--- src/rtl/mem_access_stage.sv ---
// -----------------------------------------------------------------------------
// mem_access_stage
//
// MEM stage of the pipeline. Takes the EX/MEM register outputs, performs the
// data-memory access over a variable-latency req/ack bus, builds byte enables
// and lane-replicated store data, extracts/extends load data and registers the
// result into the MEM/WB outputs. mem_stall holds upstream stages (and so the
// EX/MEM inputs) stable while an access is outstanding.
//
// Bus handshake: dm_req rises at the edge that leaves IDLE with an aligned
// access and stays high, together with dm_we/dm_addr/dm_be/dm_wdata, unchanged
// until the first rising edge at which dm_ack is sampled high (or the access
// times out); a transfer completes exactly on that edge. dm_ack is ignored
// while no request is outstanding.
//
// Ports:
//   clock, reset             rising-edge clock, synchronous active-low reset
//   ddpc4, dbusw, ddata2     PC+4, ALU result/address, store data (EX/MEM)
//   drw, nnreg_write         destination register, register write enable
//   nnmem_write, mmemtoreg   store / load
//   nns_data_write           access size: 00 word, 01 half, 10 byte, 11 word
//   dm_req/we/addr/be/wdata  data-memory request side
//   dm_ack, dm_rdata         data-memory completion side
//   mem_stall                combinational hold for upstream stages
//   wb_*                     MEM/WB register outputs
//   misalign, bus_err        one-cycle error pulses
//   mem_fault                sticky error flag, cleared only by reset
//   dbg_state                current FSM state (0 IDLE, 1 BUSY)
// -----------------------------------------------------------------------------
module mem_access_stage #(
  parameter int unsigned TIMEOUT     = 16,
  parameter bit          LOAD_SIGNED = 1'b1
) (
  input  logic        clock,
  input  logic        reset,
  input  logic [31:0] ddpc4,
  input  logic [31:0] dbusw,
  input  logic [31:0] ddata2,
  input  logic [4:0]  drw,
  input  logic        nnreg_write,
  input  logic        nnmem_write,
  input  logic [1:0]  nns_data_write,
  input  logic        mmemtoreg,
  output logic        dm_req,
  output logic        dm_we,
  output logic [31:0] dm_addr,
  output logic [3:0]  dm_be,
  output logic [31:0] dm_wdata,
  input  logic        dm_ack,
  input  logic [31:0] dm_rdata,
  output logic        mem_stall,
  output logic [31:0] wb_pc4,
  output logic [31:0] wb_alu,
  output logic [31:0] wb_mdata,
  output logic [4:0]  wb_rw,
  output logic        wb_reg_write,
  output logic        wb_memtoreg,
  output logic        misalign,
  output logic        bus_err,
  output logic        mem_fault,
  output logic        dbg_state
);

  localparam int unsigned CNT_W = (TIMEOUT > 1) ? $clog2(TIMEOUT) : 1;
  localparam logic [CNT_W-1:0] CNT_LAST = CNT_W'(TIMEOUT - 1);

  typedef enum logic {
    IDLE = 1'b0,
    BUSY = 1'b1
  } state_e;

  state_e           state_q, state_d;
  logic [CNT_W-1:0] cnt_q;

  // Decode of the incoming operation
  logic access, is_half, is_byte, is_word, misaligned, cnt_last;

  assign access     = nnmem_write | mmemtoreg;
  assign is_half    = (nns_data_write == 2'b01);
  assign is_byte    = (nns_data_write == 2'b10);
  assign is_word    = ~is_half & ~is_byte;
  assign misaligned = (is_half & dbusw[0]) | (is_word & (|dbusw[1:0]));
  assign cnt_last   = (cnt_q == CNT_LAST);
  assign dbg_state  = (state_q == BUSY);

  // Per-cycle actions chosen by the output process
  logic start_acc, take_mis, pass_thru, complete, timeout, wait_cyc;

  // ---------------------------------------------------------------------------
  // FSM: state register
  // ---------------------------------------------------------------------------
  always_ff @(posedge clock) begin
    if (!reset) state_q <= IDLE;
    else        state_q <= state_d;
  end

  // ---------------------------------------------------------------------------
  // FSM: next-state logic
  // ---------------------------------------------------------------------------
  always_comb begin
    state_d = state_q;
    unique case (state_q)
      IDLE: if (access && !misaligned) state_d = BUSY;
      BUSY: if (dm_ack || cnt_last)    state_d = IDLE;
      default: state_d = IDLE;
    endcase
  end

  // ---------------------------------------------------------------------------
  // FSM: output / action decode. An ack in the timeout cycle is a normal
  // completion, so dm_ack is tested before the counter.
  // ---------------------------------------------------------------------------
  always_comb begin
    start_acc = 1'b0;
    take_mis  = 1'b0;
    pass_thru = 1'b0;
    complete  = 1'b0;
    timeout   = 1'b0;
    wait_cyc  = 1'b0;
    mem_stall = 1'b0;
    unique case (state_q)
      IDLE: begin
        if (!access) begin
          pass_thru = 1'b1;
        end else if (misaligned) begin
          take_mis = 1'b1;
        end else begin
          start_acc = 1'b1;
          mem_stall = 1'b1;
        end
      end
      BUSY: begin
        if (dm_ack) begin
          complete = 1'b1;
        end else if (cnt_last) begin
          timeout = 1'b1;
        end else begin
          wait_cyc  = 1'b1;
          mem_stall = 1'b1;
        end
      end
      default: ;
    endcase
  end

  // ---------------------------------------------------------------------------
  // Byte enables and store-data lanes (little-endian)
  // ---------------------------------------------------------------------------
  logic [3:0]  be_d;
  logic [31:0] wdata_d;

  always_comb begin
    be_d    = 4'b1111;
    wdata_d = ddata2;
    if (is_byte) begin
      be_d    = 4'b0001 << dbusw[1:0];
      wdata_d = {4{ddata2[7:0]}};
    end else if (is_half) begin
      be_d    = dbusw[1] ? 4'b1100 : 4'b0011;
      wdata_d = {2{ddata2[15:0]}};
    end
  end

  // ---------------------------------------------------------------------------
  // Load extraction: pick the addressed lane, then sign/zero extend
  // ---------------------------------------------------------------------------
  logic [7:0]  lane_byte;
  logic [15:0] lane_half;
  logic [31:0] load_data;

  always_comb begin
    lane_byte = dm_rdata[{dbusw[1:0], 3'b000} +: 8];
    lane_half = dbusw[1] ? dm_rdata[31:16] : dm_rdata[15:0];
    load_data = dm_rdata;
    if (is_byte)      load_data = {{24{LOAD_SIGNED & lane_byte[7]}}, lane_byte};
    else if (is_half) load_data = {{16{LOAD_SIGNED & lane_half[15]}}, lane_half};
  end

  // ---------------------------------------------------------------------------
  // Bus request, timeout counter and MEM/WB registers
  // ---------------------------------------------------------------------------
  always_ff @(posedge clock) begin
    if (!reset) begin
      dm_req       <= 1'b0;
      dm_we        <= 1'b0;
      dm_addr      <= 32'h0;
      dm_be        <= 4'h0;
      dm_wdata     <= 32'h0;
      cnt_q        <= '0;
      wb_pc4       <= 32'h0;
      wb_alu       <= 32'h0;
      wb_mdata     <= 32'h0;
      wb_rw        <= 5'h0;
      wb_reg_write <= 1'b0;
      wb_memtoreg  <= 1'b0;
      misalign     <= 1'b0;
      bus_err      <= 1'b0;
      mem_fault    <= 1'b0;
    end else begin
      misalign <= 1'b0;
      bus_err  <= 1'b0;

      if (start_acc) begin
        dm_req       <= 1'b1;
        dm_we        <= nnmem_write;
        dm_addr      <= {dbusw[31:2], 2'b00};
        dm_be        <= be_d;
        dm_wdata     <= wdata_d;
        cnt_q        <= '0;
        wb_reg_write <= 1'b0;   // bubble while the access is outstanding
      end

      if (wait_cyc) begin
        cnt_q        <= cnt_q + CNT_W'(1);
        wb_reg_write <= 1'b0;
      end

      if (pass_thru || take_mis || complete || timeout) begin
        wb_pc4      <= ddpc4;
        wb_alu      <= dbusw;
        wb_rw       <= drw;
        wb_memtoreg <= mmemtoreg;
      end

      if (pass_thru) begin
        wb_reg_write <= nnreg_write;
        wb_mdata     <= 32'h0;
      end

      if (take_mis) begin
        misalign     <= 1'b1;
        wb_reg_write <= 1'b0;
        wb_mdata     <= 32'h0;
      end

      if (complete) begin
        dm_req       <= 1'b0;
        dm_we        <= 1'b0;
        wb_reg_write <= nnreg_write;
        wb_mdata     <= nnmem_write ? 32'h0 : load_data;
      end

      if (timeout) begin
        dm_req       <= 1'b0;
        dm_we        <= 1'b0;
        bus_err      <= 1'b1;
        mem_fault    <= 1'b1;
        wb_reg_write <= 1'b0;
        wb_mdata     <= 32'h0;
      end
    end
  end

endmodule
--- config.mk ---
export PLATFORM = sky130hd
export DESIGN_NAME = mem_access_stage
export DESIGN_NICKNAME = d
export VERILOG_FILES = /design/src/rtl/mem_access_stage.sv
export SDC_FILE = /design/constraint.sdc
export NUM_CORES = 1
export LEC_CHECK = 0
export ABC_AREA = 1
export CAP_MARGIN = 10
export CELL_PAD_IN_SITES_DETAIL_PLACEMENT = 0
export CELL_PAD_IN_SITES_GLOBAL_PLACEMENT = 1
export CORE_MARGIN = 2
export CORE_UTILIZATION = 29
export DETAILED_ROUTE_END_ITERATION = 12
export GPL_TIMING_DRIVEN = 0
export PLACE_DENSITY = 0.88
export RECOVER_POWER = 25
export SLEW_MARGIN = 10
export SYNTH_ARGS = -nofsm -noshare
export SYNTH_HDL_FRONTEND = slang
export SYNTH_SLANG_ARGS = --single-unit
--- constraint.sdc ---
create_clock -name clock -period 2.3 [get_ports clock]
set_clock_uncertainty 0.1 [all_clocks]
set_input_delay 0.46 -clock clock [delete_from_list [all_inputs] [get_ports clock]]
set_output_delay 0.46 -clock clock [all_outputs]
set_load 0.03 [all_outputs]
==> metrics.txt <==
die extent in y=~170 µm; Rel. slew slack=approximately three fifths; worst-margin pin slew=slightly above 0.6 ns; Max Freq=~460 MHz; Synth Area in Adders=less than 1%; mapped cell area=7610 µm²; DRC=0; mux cell area share after synthesis=0%; RSZ-0062 raised after global routing=false; largest family of logic cells by synthesized area=simple AND/OR/NAND/NOR gates; ranking of synthesized cells by area=dfxtp_1 47%, nor2_1 16%, o21ai_0 11%; GRT Overall Usage=roughly a fifth; CORE AREA=between 20000 and 30000 µm²; hold_ws=roughly 0.32 ns; # diodes=0; Synth Area in Compound Gates=around 15%; Detailed Place HPWL=22300 µm; Crit. End Element=output port; Worst-Skew Late Latency=between 0.4 and 0.5 ns; post-synth cell types=27; number of I/O pins=319; CTS H-tree lvls=4; top fanout value on the critical path=4; Worst EP required=1.74 ns; Placed Cells=approximately 1700; top cell type's share of synthesized area=47.1%; Worst Setup Start Kind=primary input; Vias per Instance=around 4.7; simple-gate share of the synthesized area=between 20 and 30%; routability cong.=between 0.8 and 0.9; number of nets in the layout=roughly 1600; Synth area leader=dfxtp_1; Place WS=-1.13 ns; Finished Layout Cells=approximately 1800; post-synthesis xor/xnor area fraction=less than 1%; Final WS setup=~0.13 ns; Seq cells post-synth=roughly 180; Static Leak=~5 nW; period utilisation layout=a little over nine tenths; r2r worst-path depth=9; CTS tree=done; Max Root-Sink Buffers=2; port bufs=~310; root cell of the clock tree=clkbuf_16; max cap viols=0; Post-Syn Instances=~1100; # rows=59; Iteration-0 DRC Markers=between 400 and 500; Final setup viols=0; fill cell count=around 2700; total wire length=~29000 µm; Design Area, Final=~12000 µm²; fraction of final layout cells sized beyond drive strength 1=about 7.4%; Initial Utilization=29.4%; Tmin final=about 2.2 ns; Initial DRT Pass Iterations=5; YS warnings=0; power per standard cell area=793 nW/µm²; most common cell after layout, fill and taps aside=nor2_1; Slew Limit Fails=0; Mean Syn Cell Area=7.01 µm²; CP Class=in -> out; largest net degree at the start of global routing=21; Overall Power=roughly 9.4 mW; global route total overflow=0; CTS buffer count=17; clock-pin slew on the worst setup and hold paths=about 0.060 ns; DP Area=between 10000 and 15000 µm²; Peak VDD IR=480 µV; Sink Count=179; initial antenna violation count=0; Seq/Total Area, Yosys=between 40% and 50%; Min-Delay Path Class=in -> reg; first-pass GRT wire length=~44000 µm; chip width=about 170 µm; Final Hold Viols=0; Arr. time, crit path=1.61 ns; die area=between 20000 and 30000 µm²; DR WL/cell=~16 µm; number of global-route vias before repair=just under 8000; commonest non-fill, non-tap cells in the layout=319 x nor2_1, 283 x clkdlybuf4s50_1, 200 x nand2_1, 179 x dfxtp_1, 169 x o21ai_0; area grow syn2layout=54.9%; outcome=completed; DR vias=around 8300; WHS Path Cells=3; post-route ant nets=0
## registers in the layout, indices dropped and copies added (netlist names), 4 cells and up
signal / cells
wb_rw: 5
dm_wdata: 32
wb_mdata: 32
dm_be: 4
dm_addr: 30
wb_pc4: 32
wb_alu: 32
cnt_q: 4
## cells by family after synthesis
family | count (synthesis)
AND/OR/NAND/NOR | 568
AO/OA/AOI/OAI | 225
flip-flops | 179
buffers and inverters | 110
other | 1
XOR/XNOR | 1
adder cells (fa/ha/maj) | 3
## path summary, 6_finish.rpt
path / slack, ns / start / end
max reg2reg: 0.22 / cnt_q[0]$_SDFFE_PN0P_ / wb_pc4[5]$_SDFFE_PN0P_
max: 0.13 / nns_data_write[1] / mem_stall
min reg2reg: 0.36 / wb_mdata[1]$_SDFFE_PP0P_ / wb_mdata[1]$_SDFFE_PP0P_
min: 0.32 / dbusw[1] / wb_alu[1]$_SDFFE_PN0P_
## worst max-delay path: stages
cell,delay [ns]
dlygate4sd2_1,0.26
inv_1,0.06
ha_2,0.20
nand2_2,0.07
inv_2,0.04
o21ai_4,0.23
nand2_8,0.09
nand2_8,0.07
buf_6,0.13
## where the power goes
group / total, mW / internal [mW] / switching, mW
registers: 3.58 / 3.41 / 0.166
logic: 2.70 / 1.08 / 1.62
clock network: 3.07 / 1.59 / 1.48
total: 9.36 / 6.08 / 3.27
## repair_timing
action | CTS | global route
endpoints found under the setup margin | 1 | 10
hold buffers | 0 | 0
resized for setup | 14 | 3
pin swaps | 1 | 0
setup buffers | 2 | 0
## stage by stage
step | util (%) | TNS [ns]
2_1_floorplan | - | 0
3_3_place_gp | 43.2 | -44.38
3_5_place_dp | 43.2 | -44.43
4_1_cts | 45.7 | 0
5_1_grt | 45.5 | 0
6_report | 45.5 | 0
## synthesized netlist by cell type, drive strengths merged
| cell type | count |
|---|---|
| a21oi | 55 |
| nor4 | 1 |
| o21ai | 170 |
| nor2 | 321 |
| conb | 1 |
| ha | 3 |
| nand3 | 37 |
| clkbuf | 27 |
| inv | 36 |
| nor3 | 2 |
| dfxtp | 179 |
| nand2 | 205 |
| clkinv | 1 |
| buf | 46 |
| or2 | 2 |
| xnor2 | 1 |
## layer usage
layer / GRT usage [%] / up-vias / part of all wire [%]
li1: - / 4134 / -
met1: 25.0 / 3752 / 43
met2: 34.4 / 353 / 47
met3: 5.31 / 44 / 7.9
met4: 5.90 / 0 / 2.0
met5: 0 / - / 0
## cell type report
type	instances	area (µm²)	area share (%)
Timing Repair Buffer	316	3150	26.7
Sequential cell	179	3580	30.4
Buffer	72	402	3.41
Clock inverter	15	200	1.70
Clock buffer	17	425	3.61
Multi-Input combinational cell	799	3470	29.4
Inverter	37	140	1.19
Tap cell	335	419	3.55
Power figures use the tool's default switching activity.
